--- src/rtl/cache_mem_arbiter.sv ---
// Shared-RAM arbiter for icache/dcache misses: dcache first, icache forced after
// STARVE_MAX back-to-back dcache grants while it waits. RAM strobes are registered.
module cache_mem_arbiter #(
  parameter int STARVE_MAX = 4,
  parameter int WORD_W     = 32
) (
  input  logic              CLK,
  input  logic              nRST,
  input  logic              i_ren,
  input  logic [WORD_W-1:0] i_addr,
  output logic              i_wait,
  output logic [WORD_W-1:0] i_load,
  input  logic              d_ren,
  input  logic              d_wen,
  input  logic [WORD_W-1:0] d_addr,
  input  logic [WORD_W-1:0] d_store,
  output logic              d_wait,
  output logic [WORD_W-1:0] d_load,
  output logic              ram_ren,
  output logic              ram_wen,
  output logic [WORD_W-1:0] ram_addr,
  output logic [WORD_W-1:0] ram_store,
  input  logic [WORD_W-1:0] ram_load,
  input  logic              ram_ready
);

  // state | meaning:  IDLE | arbitrate ; I_ACC | icache fetch on RAM ; D_ACC | dcache load/store on RAM
  localparam logic [1:0] IDLE  = 2'd0;
  localparam logic [1:0] I_ACC = 2'd1;
  localparam logic [1:0] D_ACC = 2'd2;

  localparam logic [3:0] SMAX = 4'(STARVE_MAX);

  logic [1:0]        state_q, state_d;
  logic [3:0]        starve_q, starve_d;
  logic              wen_q, wen_d;
  logic              ram_ren_q, ram_ren_d;
  logic              ram_wen_q, ram_wen_d;
  logic [WORD_W-1:0] addr_q, addr_d;
  logic [WORD_W-1:0] store_q, store_d;

  logic d_req, i_done, d_done;

  assign d_req  = d_ren | d_wen;
  assign i_done = (state_q == I_ACC) & ram_ready;
  assign d_done = (state_q == D_ACC) & ram_ready;

  always_comb begin
    state_d  = state_q;
    starve_d = starve_q;
    wen_d    = wen_q;
    addr_d   = addr_q;
    store_d  = store_q;
    case (state_q)
      IDLE: begin
        if (d_req && !(i_ren && starve_q == SMAX)) begin
          state_d = D_ACC;
          wen_d   = d_wen;
          addr_d  = d_addr;
          store_d = d_store;
          if (i_ren && starve_q != SMAX) starve_d = starve_q + 4'd1;
        end else if (i_ren) begin
          state_d  = I_ACC;
          addr_d   = i_addr;
          starve_d = 4'd0;
        end else begin
          starve_d = 4'd0;
        end
      end
      I_ACC, D_ACC: if (ram_ready) state_d = IDLE;
      default: state_d = IDLE;
    endcase
    // Strobes follow the state being entered so they line up with it after the edge.
    ram_ren_d = (state_d == I_ACC) | ((state_d == D_ACC) & ~wen_d);
    ram_wen_d = (state_d == D_ACC) & wen_d;
  end

  always_ff @(posedge CLK) begin
    if (!nRST) begin
      state_q   <= IDLE;
      starve_q  <= 4'd0;
      wen_q     <= 1'b0;
      ram_ren_q <= 1'b0;
      ram_wen_q <= 1'b0;
      addr_q    <= '0;
      store_q   <= '0;
    end else begin
      state_q   <= state_d;
      starve_q  <= starve_d;
      wen_q     <= wen_d;
      ram_ren_q <= ram_ren_d;
      ram_wen_q <= ram_wen_d;
      addr_q    <= addr_d;
      store_q   <= store_d;
    end
  end

  assign i_wait    = i_ren & ~i_done;
  assign d_wait    = d_req & ~d_done;
  assign i_load    = i_done ? ram_load : '0;
  assign d_load    = (d_done & ~wen_q) ? ram_load : '0;
  assign ram_ren   = ram_ren_q;
  assign ram_wen   = ram_wen_q;
  assign ram_addr  = addr_q;
  assign ram_store = store_q;

endmodule

--- config.mk ---
export PLATFORM = sky130hd
export DESIGN_NAME = cache_mem_arbiter
export DESIGN_NICKNAME = d
export VERILOG_FILES = /design/src/rtl/cache_mem_arbiter.sv
export SDC_FILE = /design/constraint.sdc
export NUM_CORES = 1
export LEC_CHECK = 0
export ABC_AREA = 1
export CAP_MARGIN = 20
export CORE_ASPECT_RATIO = 0.6
export CORE_MARGIN = 2
export CORE_UTILIZATION = 37
export CTS_CLUSTER_SIZE = 20
export DETAILED_ROUTE_END_ITERATION = 8
export GPL_ROUTABILITY_DRIVEN = 0
export PLACE_DENSITY = 0.82
export SETUP_SLACK_MARGIN = 0.2
export SLEW_MARGIN = 20
export SYNTH_ARGS = -nofsm -noshare
export SYNTH_HDL_FRONTEND = slang
export SYNTH_SLANG_ARGS = --single-unit
--- constraint.sdc ---
create_clock -name CLK -period 1.83 [get_ports CLK]
set_input_delay 0.366 -clock CLK [delete_from_list [all_inputs] [get_ports CLK]]
set_output_delay 0.366 -clock CLK [all_outputs]
set_load 0.03 [all_outputs]
==> impl_metrics.yaml <==
power:
  peakVddDrop_mv: 0.532
  p_per_area_mw_per_mm2: 674
  power_w: 0.00541
  leakage_nw: 3.86
logic_synthesis:
  ys_async_sr_fraction_pct: 0
  yosys-top-cells-area: "dfxtp_1, nand2_1, nor2_1"
  syn_area_mm2: 0.00406
  synth_most_common_cell: "nand2_1"
  syn_nets: 740
  syn_avg_cell_area_um2: 6.76
  synth_top_flop_cell: "dfxtp_1"
  yosys_warnings: 0
  netlist.area_leader.share_pct: 36.0
  synth_top_area_cell: "dfxtp_1"
  synth_edf_count: 0
  seq_area_frac_synth_pct: 36.0
  synth_commonest_cells: "nand2_1, nor2_1, inv_1, dfxtp_1, nand3_1"
  synth.ff_latch_count: 73
  yosysUniqueCellTypes: 25
  netlist_instances: 600
routing:
  ant_nets: 0
  via_count: 4921
  drc: 0
  drt-initial-drc-count: 269
  wl_um: 16800
  wire_per_inst_um: 16.4
  first_pass_iters: 4
  vias_per_cell: 4.82
layout:
  nets: 1018
  fin_util_pct: 75.5
  syn2layout_area_growth_pct: 97.9
  fillCellCount: 723
  drive_gt1_share_pct: 30.2
sta:
  fmax_ghz: 0.515
  skew_ns: 0.00769
  fin_crit_sh_pct: 106
  slew_headroom_pct: 68.8
  fin_crit_ns: 1.94
  setup_ws_ns: -0.110
  slew_viol_final: 0
  finalSetupViolCount: 65
  worst_pin_slew_ns: 0.468
  rsz0062_at_grt: "true"
  hold_viol_final: 0
clocking:
  clk_pin_slew_ns: 0.06
  clock_sinks: 73
  cts_tree: "built"
  clk_latency_ns: 0.33
  holdBufCountCts: 0
  h-tree-depth: 3
  clk_root_buffer_cell: "clkbuf_16"
  clockBufferDepth: 2
  numCtsBuffers: 9
place:
  dp_hpwl_um: 10100
  io_buffer_count: 265
floorplanning:
  die_width_um: 139
  rows: 29
  core_mm2: 0.0106
  die_area_mm2: 0.0118
  start_util_pct: 38.2
  pin_count: 266
  die_y_um: 85.1
worst_setup_path:
  end_kind: "output pin"
  cp_top_family: "buffers and inverters"
  crit_path_frequent_cell: "buf_6"
  required_ns: 1.46
  cp_data_arrival_time_ns: 1.57
  cpPeakStageDelay_ns: 0.36
  cp-start-kind: "register"
  crit_type: "register to output pin"
  path_buf_inv: 4
  critPathMaxFanout: 7
  slowest_stage: "dfxtp_4"
  cp_cell_sequence: "inv_4 > ha_4 > nand3_4 > buf_6 > buf_16 > nor2_4 > buf_6"
global_route:
  grt-ovfl-total: 0
  antenna_found_initial: 1
  grt_pass1_wl_um: 23700
  track_usage_pct: 25.0
  grt_pass1_vias: 4560
  grt_max_degree: 33
flow_run:
  drv_cap: 0
outcome:
  status: "finished, violations left"
  violations: "setup timing"
worst_hold_path:
  hold_path.class: "register to register"
path summary, 6_finish.rpt:
path	startpoint	slack (ns)	depth (start not counted)	end
setup / recovery	state_q[0]$_SDFF_PN0_	-0.11	7	d_load[30]
hold / removal	ram_store[22]$_SDFFE_PN0P_	0.46	2	ram_store[22]$_SDFFE_PN0P_
setup reg to reg	state_q[0]$_SDFF_PN0_	0.26	10	ram_addr[5]$_SDFFE_PN0P_
hold reg to reg	ram_store[22]$_SDFFE_PN0P_	0.46	2	ram_store[22]$_SDFFE_PN0P_
metal layers:
| layer | track usage, % | routed length [µm] | vias up |
|---|---|---|---|
| met4 | 8.91 | 474 | 0 |
| li1 | - | - | 2375 |
| met1 | 28.9 | 6610 | 2278 |
| met3 | 9.09 | 1440 | 46 |
| met5 | 0 | 0 | - |
| met2 | 43.2 | 8220 | 222 |
registers in the layout, indices dropped and copies added, names as in the netlist:
register	flops
starve_q	4
ram_ren	1
ram_wen	1
wen_q	1
state_q	2
ram_store	32
ram_addr	32
cell type report:
class                           instances  area (µm²)  area share, %
Timing Repair Buffer                  303        3200           39.9
Multi-Input combinational cell        407        2590           32.3
Sequential cell                        73        1470           18.3
Inverter                               84         323           4.02
Clock buffer                           12         246           3.07
Tap cell                              139         174           2.17
Clock inverter                          3        17.5          0.218
Antenna cell                            1        2.50         0.0312
where the power goes:
group	internal (W)	switching, W	total, W
Combinational	0.000841	0.00117	0.00201
Sequential	0.00175	0.0000823	0.00184
Clock	0.000942	0.000627	0.00157
Total	0.00354	0.00188	0.00541
worst reg2reg max path: stages (launching register included):
cell     delay [ns]
dfxtp_4        0.37
inv_4          0.04
buf_4          0.15
ha_4           0.18
o21ai_1        0.11
inv_2          0.11
buf_4          0.18
nor2_1         0.14
nor2_1         0.06
nand2_1        0.08
inv_1          0.05
kinds of logic after synthesis:
kind of cell	count (synthesis)	share of synthesized area, %
XOR/XNOR	1	0.216
flip-flops	73	36.0
buffers and inverters	120	13.8
AND/OR/NAND/NOR	356	39.7
AO/OA/AOI/OAI	44	8.39
adder cells (fa/ha/maj)	6	1.85
what timing repair did:
item                       CTS  global route
gates resized for setup    223            66
setup endpoints to repair  132           110
cloned                       6             1
setup buffers                6             1
pin swaps                    3             1
placed cells by master (no fill, tap or decap), drive strengths merged:
cell and instances:
dfxtp 73, dlygate4sd2 67, nor2 136, inv 84
o21ai 4, nand3b 1, xor2 1, nand4 2
clkbuf 13, buf 103, clkinvlp 1, nand3 70
ha 6, clkdlybuf4s50 132, diode 1, a21oi 40
nand2 147, clkinv 2
through the flow:
stage | setup TNS (ns) | hold WS (ns) | cells | setup slack [ns] | instance area [µm²]
floorplan | 0 | 0.485 | 600 | 0.109 | 4060
global placement | -1.64 | 0.453 | 992 | -0.0565 | 6790
detailed placement | -3.28 | 0.456 | 992 | -0.121 | 6790
CTS | -1.41 | 0.462 | 1019 | -0.0347 | 7740
global route | -7.05 | 0.485 | 1022 | -0.159 | 8030
finish | -3.89 | 0.460 | 1022 | -0.110 | 8030
Note: power is estimated with default switching activity, not from simulation.
==> patch 1 (config.mk and constraints unchanged) <==
`WORD_W`: 32 -> 28.
--- a/src/rtl/cache_mem_arbiter.sv
+++ b/src/rtl/cache_mem_arbiter.sv
@@ -4,3 +4,3 @@
   parameter int STARVE_MAX = 4,
-  parameter int WORD_W     = 32
+  parameter int WORD_W     = 28
 ) (
Ports: changed (8 resized); port bits go from 266 to 234. The function was not compared with the original's and may differ.
==> patch 1 against the unedited design <==
  * The run still ends with negative setup slack left
  * Synthesized area down 17%
  * Final area shrank 17%
  * Sequential cell count decreased by 8
  * Wire length shrank 17%
  * Critical path depth is the same
  * Total power down 6.9%
  * Setup slack worse by 0.013 ns
  * Via count fell by 13%
==> patch 1: results (changes against the unedited design) <==
INFO  status         run_status=finished with violations
INFO  status         failed_checks=negative setup slack
INFO  critical_path  crit_slowest_cell=sky130_fd_sc_hd__dfxtp_2
INFO  timing         fin_clk_skew=0.00671ns [-0.000987 ns]
INFO  detailed_routing post_route_m1_wl=5.36mm [-19%]
INFO  synth          synth_cell_type_count=24 [-4.0%]
INFO  global_routing grt_util_all_layers=25.6% [+0.64 points]
INFO  timing         tightest_slew=0.346ns [-0.122 ns]
INFO  finish         antennaDiodeCount=0 [-1]
INFO  power          switching_share=33.1% [-1.6 points]
INFO  placement      portBuffers=233 [-12%]
INFO  synth          seq_area_frac_synth=38.8% [+2.8 points]
INFO  detailed_routing vias=4273 [-13%]
INFO  synth          post_syn_area_per_cell=6.33um^2 [-6.4%]
INFO  finish         final_nets=900 [-12%]
INFO  global_routing grt_pass1_vias=4114 [-9.8%]
INFO  synth          synth.cells.most_frequent=sky130_fd_sc_hd__nand2_1, sky130_fd_sc_hd__nor2_1, sky130_fd_sc_hd__inv_1, sky130_fd_sc_hd__dfxtp_1, sky130_fd_sc_hd__a21oi_1
INFO  finish         fillerInstances=645 [-11%]
INFO  placement      detailedPlace.worstSlack=-0.0826ns [+0.0385 ns]
INFO  timing         setup_viol=56 [-14%]
INFO  power          seq_power_share=32.5% [-1.4 points]
INFO  critical_path  rr_startpoint=starve_q[0]$_SDFFE_PN0P_
INFO  global_routing grt.met2_usage=46.8% [+3.6 points]
INFO  power          power.static_leakage=3.38nW [-12%]
INFO  finish         final-seq-area=0.00131mm^2 [-11%]
INFO  finish         buffer_area_share=40.9% [+1.0 points]
INFO  detailed_routing drt_first_iter_violations=275 [+2.2%]
INFO  timing         final.hold.worst_slack=0.459ns [-0.000489 ns]
INFO  critical_path  timing.reg2reg.setup_slack=0.32ns [+0.06 ns]
INFO  finish         fraction_of_area_in_multi_input_gates=28.6% [-3.7 points]
INFO  finish         signal_buffers=262 [-14%]
INFO  power          pwr_density_cell=759mW/mm^2 [+13%]
INFO  finish         clkbuf_count=11 [-1]
INFO  clock_network  post_cts_resize_count=124 [-44%]
INFO  synth          syn_nets=654 [-12%]
INFO  global_routing globalRouteMet1Util=28.0% [-0.86 points]
INFO  global_routing grt_use_met3=9.59% [+0.50 points]
INFO  timing         setup_tns=-3.33ns [+0.562 ns]
INFO  critical_path  r2r_cells=12 [+2]
INFO  min_path       hold_start=ram_store[13]$_SDFFE_PN0P_
INFO  timing         setup_ws=-0.123ns [-0.0133 ns]
INFO  power          power.ir.vdd_worst=0.657mV [+23%]
INFO  synth          synth.area.top_cells=sky130_fd_sc_hd__dfxtp_1, sky130_fd_sc_hd__nand2_1, sky130_fd_sc_hd__nor2_1
INFO  placement      dpl-instance-area=0.00582mm^2 [-14%]
INFO  detailed_routing via_per_inst=4.79 [-0.51%]
INFO  critical_path  slowest_delay=0.32ns [-0.04 ns]
INFO  synth          synth_seq_cells=65 [-11%]
INFO  finish         clock_tree_area_fraction=4.45% [+1.2 points]
[patch 1: cell types whose count changed after synthesis, sizes merged]
| cell | delta |
|---|---|
| and2 | +1 |
| inv | -11 |
| nand4 | +1 |
| nand2 | +14 |
| nor2 | -15 |
| buf | -9 |
| dfxtp | -8 |
| nand3 | -37 |
| a21oi | -4 |
| o21ai | -2 |
[patch 1: logic make-up (layout without fill, tap and decap cells)]
group / after synthesis / after routing / synth area share [%]
AO/OA/AOI/OAI: 38 / 38 / 6.11
AND/OR/NAND/NOR: 320 / 320 / 38.9
buffers and inverters: 100 / 350 / 13.8
flip-flops: 65 / 65 / 38.8
XOR/XNOR: 1 / 1 / 0.261
adder cells (fa/ha/maj): 6 / 6 / 2.24
[patch 1: final timing paths]
| kind | to |
|---|---|
| worst min register to register | ram_store[13]$_SDFFE_PN0P_ |
| worst max-delay path | d_load[25] |
| worst max register to register | ram_addr[21]$_SDFFE_PN0P_ |
| worst min-delay path | ram_store[13]$_SDFFE_PN0P_ |
==> patch 2 (config.mk and constraints unchanged) <==
Made on the original files. Make the reset (`nRST`) asynchronous in one clocked block.
--- a/src/rtl/cache_mem_arbiter.sv
+++ b/src/rtl/cache_mem_arbiter.sv
@@ -77,3 +77,3 @@
 
-  always_ff @(posedge CLK) begin
+  always_ff @(posedge CLK or negedge nRST) begin
     if (!nRST) begin
Check against the original RTL: differs if nRST is asserted again (counterexample within 4 cycles, from zero or initial values and one cycle with nRST low); with nRST held inactive, the same outputs for 10 cycles.
==> patch 2 against the unedited design <==
  * The flow still finishes with violations (negative setup slack)
  * Critical path depth unchanged
  * Synthesized area fell by 11%
  * Final area shrank 3.4%
  * Setup slack got worse by 0.13 ns
  * Global-route usage rose by 2.1 points
  * Wire length up 9.6%
  * Hold slack better by 0.013 ns
  * Sequential share of layout area is 5.2 points higher
  * Sequential cell count stayed put
  * Core utilization rose by 7.7 points
Power is not compared: it rests on default switching activity, and its combinational part moved more than twofold at a synthesized area within 25%.
==> patch 2: results (changes against the unedited design) <==
INFO  status         run_status=finished with violations
INFO  status         failed_checks=negative setup slack
INFO  finish         final_nets=913 [-10%]
INFO  synth          syn_nets=623 [-16%]
INFO  synth          synth.cells.most_frequent=sky130_fd_sc_hd__nand2_1, sky130_fd_sc_hd__nor2_1, sky130_fd_sc_hd__dfrtp_1, sky130_fd_sc_hd__inv_1, sky130_fd_sc_hd__a31oi_1
INFO  power          power.static_leakage=3.68nW
INFO  synth          asyncSetResetFlopFracSynth=100% [+100 points]
INFO  placement      dpl-instance-area=0.00641mm^2 [-5.6%]
INFO  global_routing grt_start_max_net_pins=57 [+73%]
INFO  timing         tightest_slew=0.439ns [-0.0293 ns]
INFO  finish         antennaDiodeCount=0 [-1]
INFO  critical_path  worst_reg2reg_path_endpoint=ram_ren$_DFF_PN0_
INFO  min_path       hold_start=ram_store[1]$_DFFE_PN0P_
INFO  critical_path  endpoint=i_load[14]
INFO  synth          synth_cell_type_count=22 [-12%]
INFO  detailed_routing detailedRoute.firstPassIterationCount=5 [+1]
INFO  detailed_routing drt_first_iter_violations=273 [+1.5%]
INFO  global_routing grt_pass1_vias=4375 [-4.1%]
INFO  critical_path  r2r_cells=9 [-1]
INFO  critical_path  timing.reg2reg.setup_slack=0.13ns [-0.13 ns]
INFO  critical_path  worst_ep_arrival_time=1.70ns [+0.13 ns]
INFO  timing         fin_clk_skew=0.00900ns [+0.00131 ns]
INFO  finish         finish.utilization=83.2% [+7.7 points]
INFO  detailed_routing via_per_inst=5.18 [+7.6%]
INFO  timing         setup_viol=65 [unchanged]
INFO  critical_path  slowest_delay=0.43ns [+0.07 ns]
INFO  critical_path  crit_slowest_cell=sky130_fd_sc_hd__dfrtp_1
INFO  timing         setup_tns=-11.82ns [-7.93 ns]
INFO  synth          seq_area_frac_synth=50.7% [+15 points]
INFO  global_routing initial_antenna_violation_count=0 [-1]
INFO  global_routing grt_util_all_layers=27.0% [+2.1 points]
INFO  detailed_routing wire_per_inst=20.2um [+23%]
INFO  critical_path  largest_fanout_of_any_net_on_the_critical_path=16 [+9]
INFO  critical_path  timing.critical_path.from=state_q[1]$_DFF_PN0_
INFO  clock_network  numCtsBuffers=9 [unchanged]
INFO  synth          postSynth.topFlopCell=sky130_fd_sc_hd__dfrtp_1
INFO  placement      hpwl_after_detailed_placement=9.62mm [-4.4%]
INFO  timing         setup_ws=-0.238ns [-0.128 ns]
INFO  synth          synth.area.top_cells=sky130_fd_sc_hd__dfrtp_1, sky130_fd_sc_hd__nand2_1, sky130_fd_sc_hd__nor2_1
-- patch 2: cell families after synthesis --
| kind of cell | after synthesis | synth area share [%] |
|---|---|---|
| buf+inv | 75 | 8.65 |
| simple gates | 284 | 30.5 |
| compound gates | 43 | 7.60 |
| xor+xnor | 2 | 0.486 |
| flops | 73 | 50.7 |
| fa+ha+maj | 6 | 2.08 |
-- patch 2: power groups by stage --
stage / clock network, W / registers [W] / logic (W)
2_1_floorplan: 0 / 0.00427 / 0.00197
3_3_place_gp: 0 / 0.00283 / 0.00591
3_5_place_dp: 0 / 0.00287 / 0.00601
4_1_cts: 0.00193 / 0.00282 / 0.00586
5_1_grt: 0.00201 / 0.00296 / 0.00719
6_report: 0.00190 / 0.00288 / 0.00684
-- patch 2: area by class of cell --
class,count,share of cell area (%)
Timing Repair Buffer,303,42.4
Sequential cell,73,23.6
Clock inverter,6,1.16
Clock buffer,10,2.95
Multi-Input combinational cell,335,25.3
Tap cell,130,2.10
Inverter,51,2.53
-- patch 2: worst min-delay path by stage --
stage	slack [ns]	to
3_3_place_gp	0.34	ram_store[15]$_DFFE_PN0P_
5_1_grt	0.49	ram_store[10]$_DFFE_PN0P_
4_1_cts	0.48	ram_store[19]$_DFFE_PN0P_
2_1_floorplan	0.07	ram_addr[0]$_DFFE_PN0P_
3_5_place_dp	0.34	ram_store[15]$_DFFE_PN0P_
6_report	0.47	ram_store[1]$_DFFE_PN0P_
-- patch 2: repair_timing --
action                                 4_1_cts  5_1_grt
endpoints found under the hold margin       32        0
gates resized for setup                    172       73
cloned                                       4        8
pin swaps                                    1        5
buffers inserted                             7        7
setup endpoints to repair                  132      133
hold buffers                                 1        0
-- patch 2: stage by stage --
step	setup slack, ns	total power (W)	std cells	hold WS (ns)
floorplan	0.132	0.00624	483	0.0704
global placement	0.0160	0.00874	865	0.336
global route	-0.282	0.0122	908	0.492
finish	-0.238	0.0116	908	0.473
CTS	-0.138	0.0106	893	0.480
detailed placement	-0.00805	0.00889	865	0.344
-- patch 2: routing by layer --
metal	up-vias	global-route usage, %	part of all wire [%]
li1	2074	-	-
met1	2233	32.3	37
met2	312	47.7	49
met3	87	8.40	9.3
met4	0	7.61	4.9
met5	-	0	0
-- patch 2: worst max-delay path, delay by kind of cell (launching register included) --
family                   cells  cell delay, ns
flip-flops                   1            0.43
adder cells (fa/ha/maj)      1            0.17
buffers and inverters        4            0.58
AND/OR/NAND/NOR              2            0.19
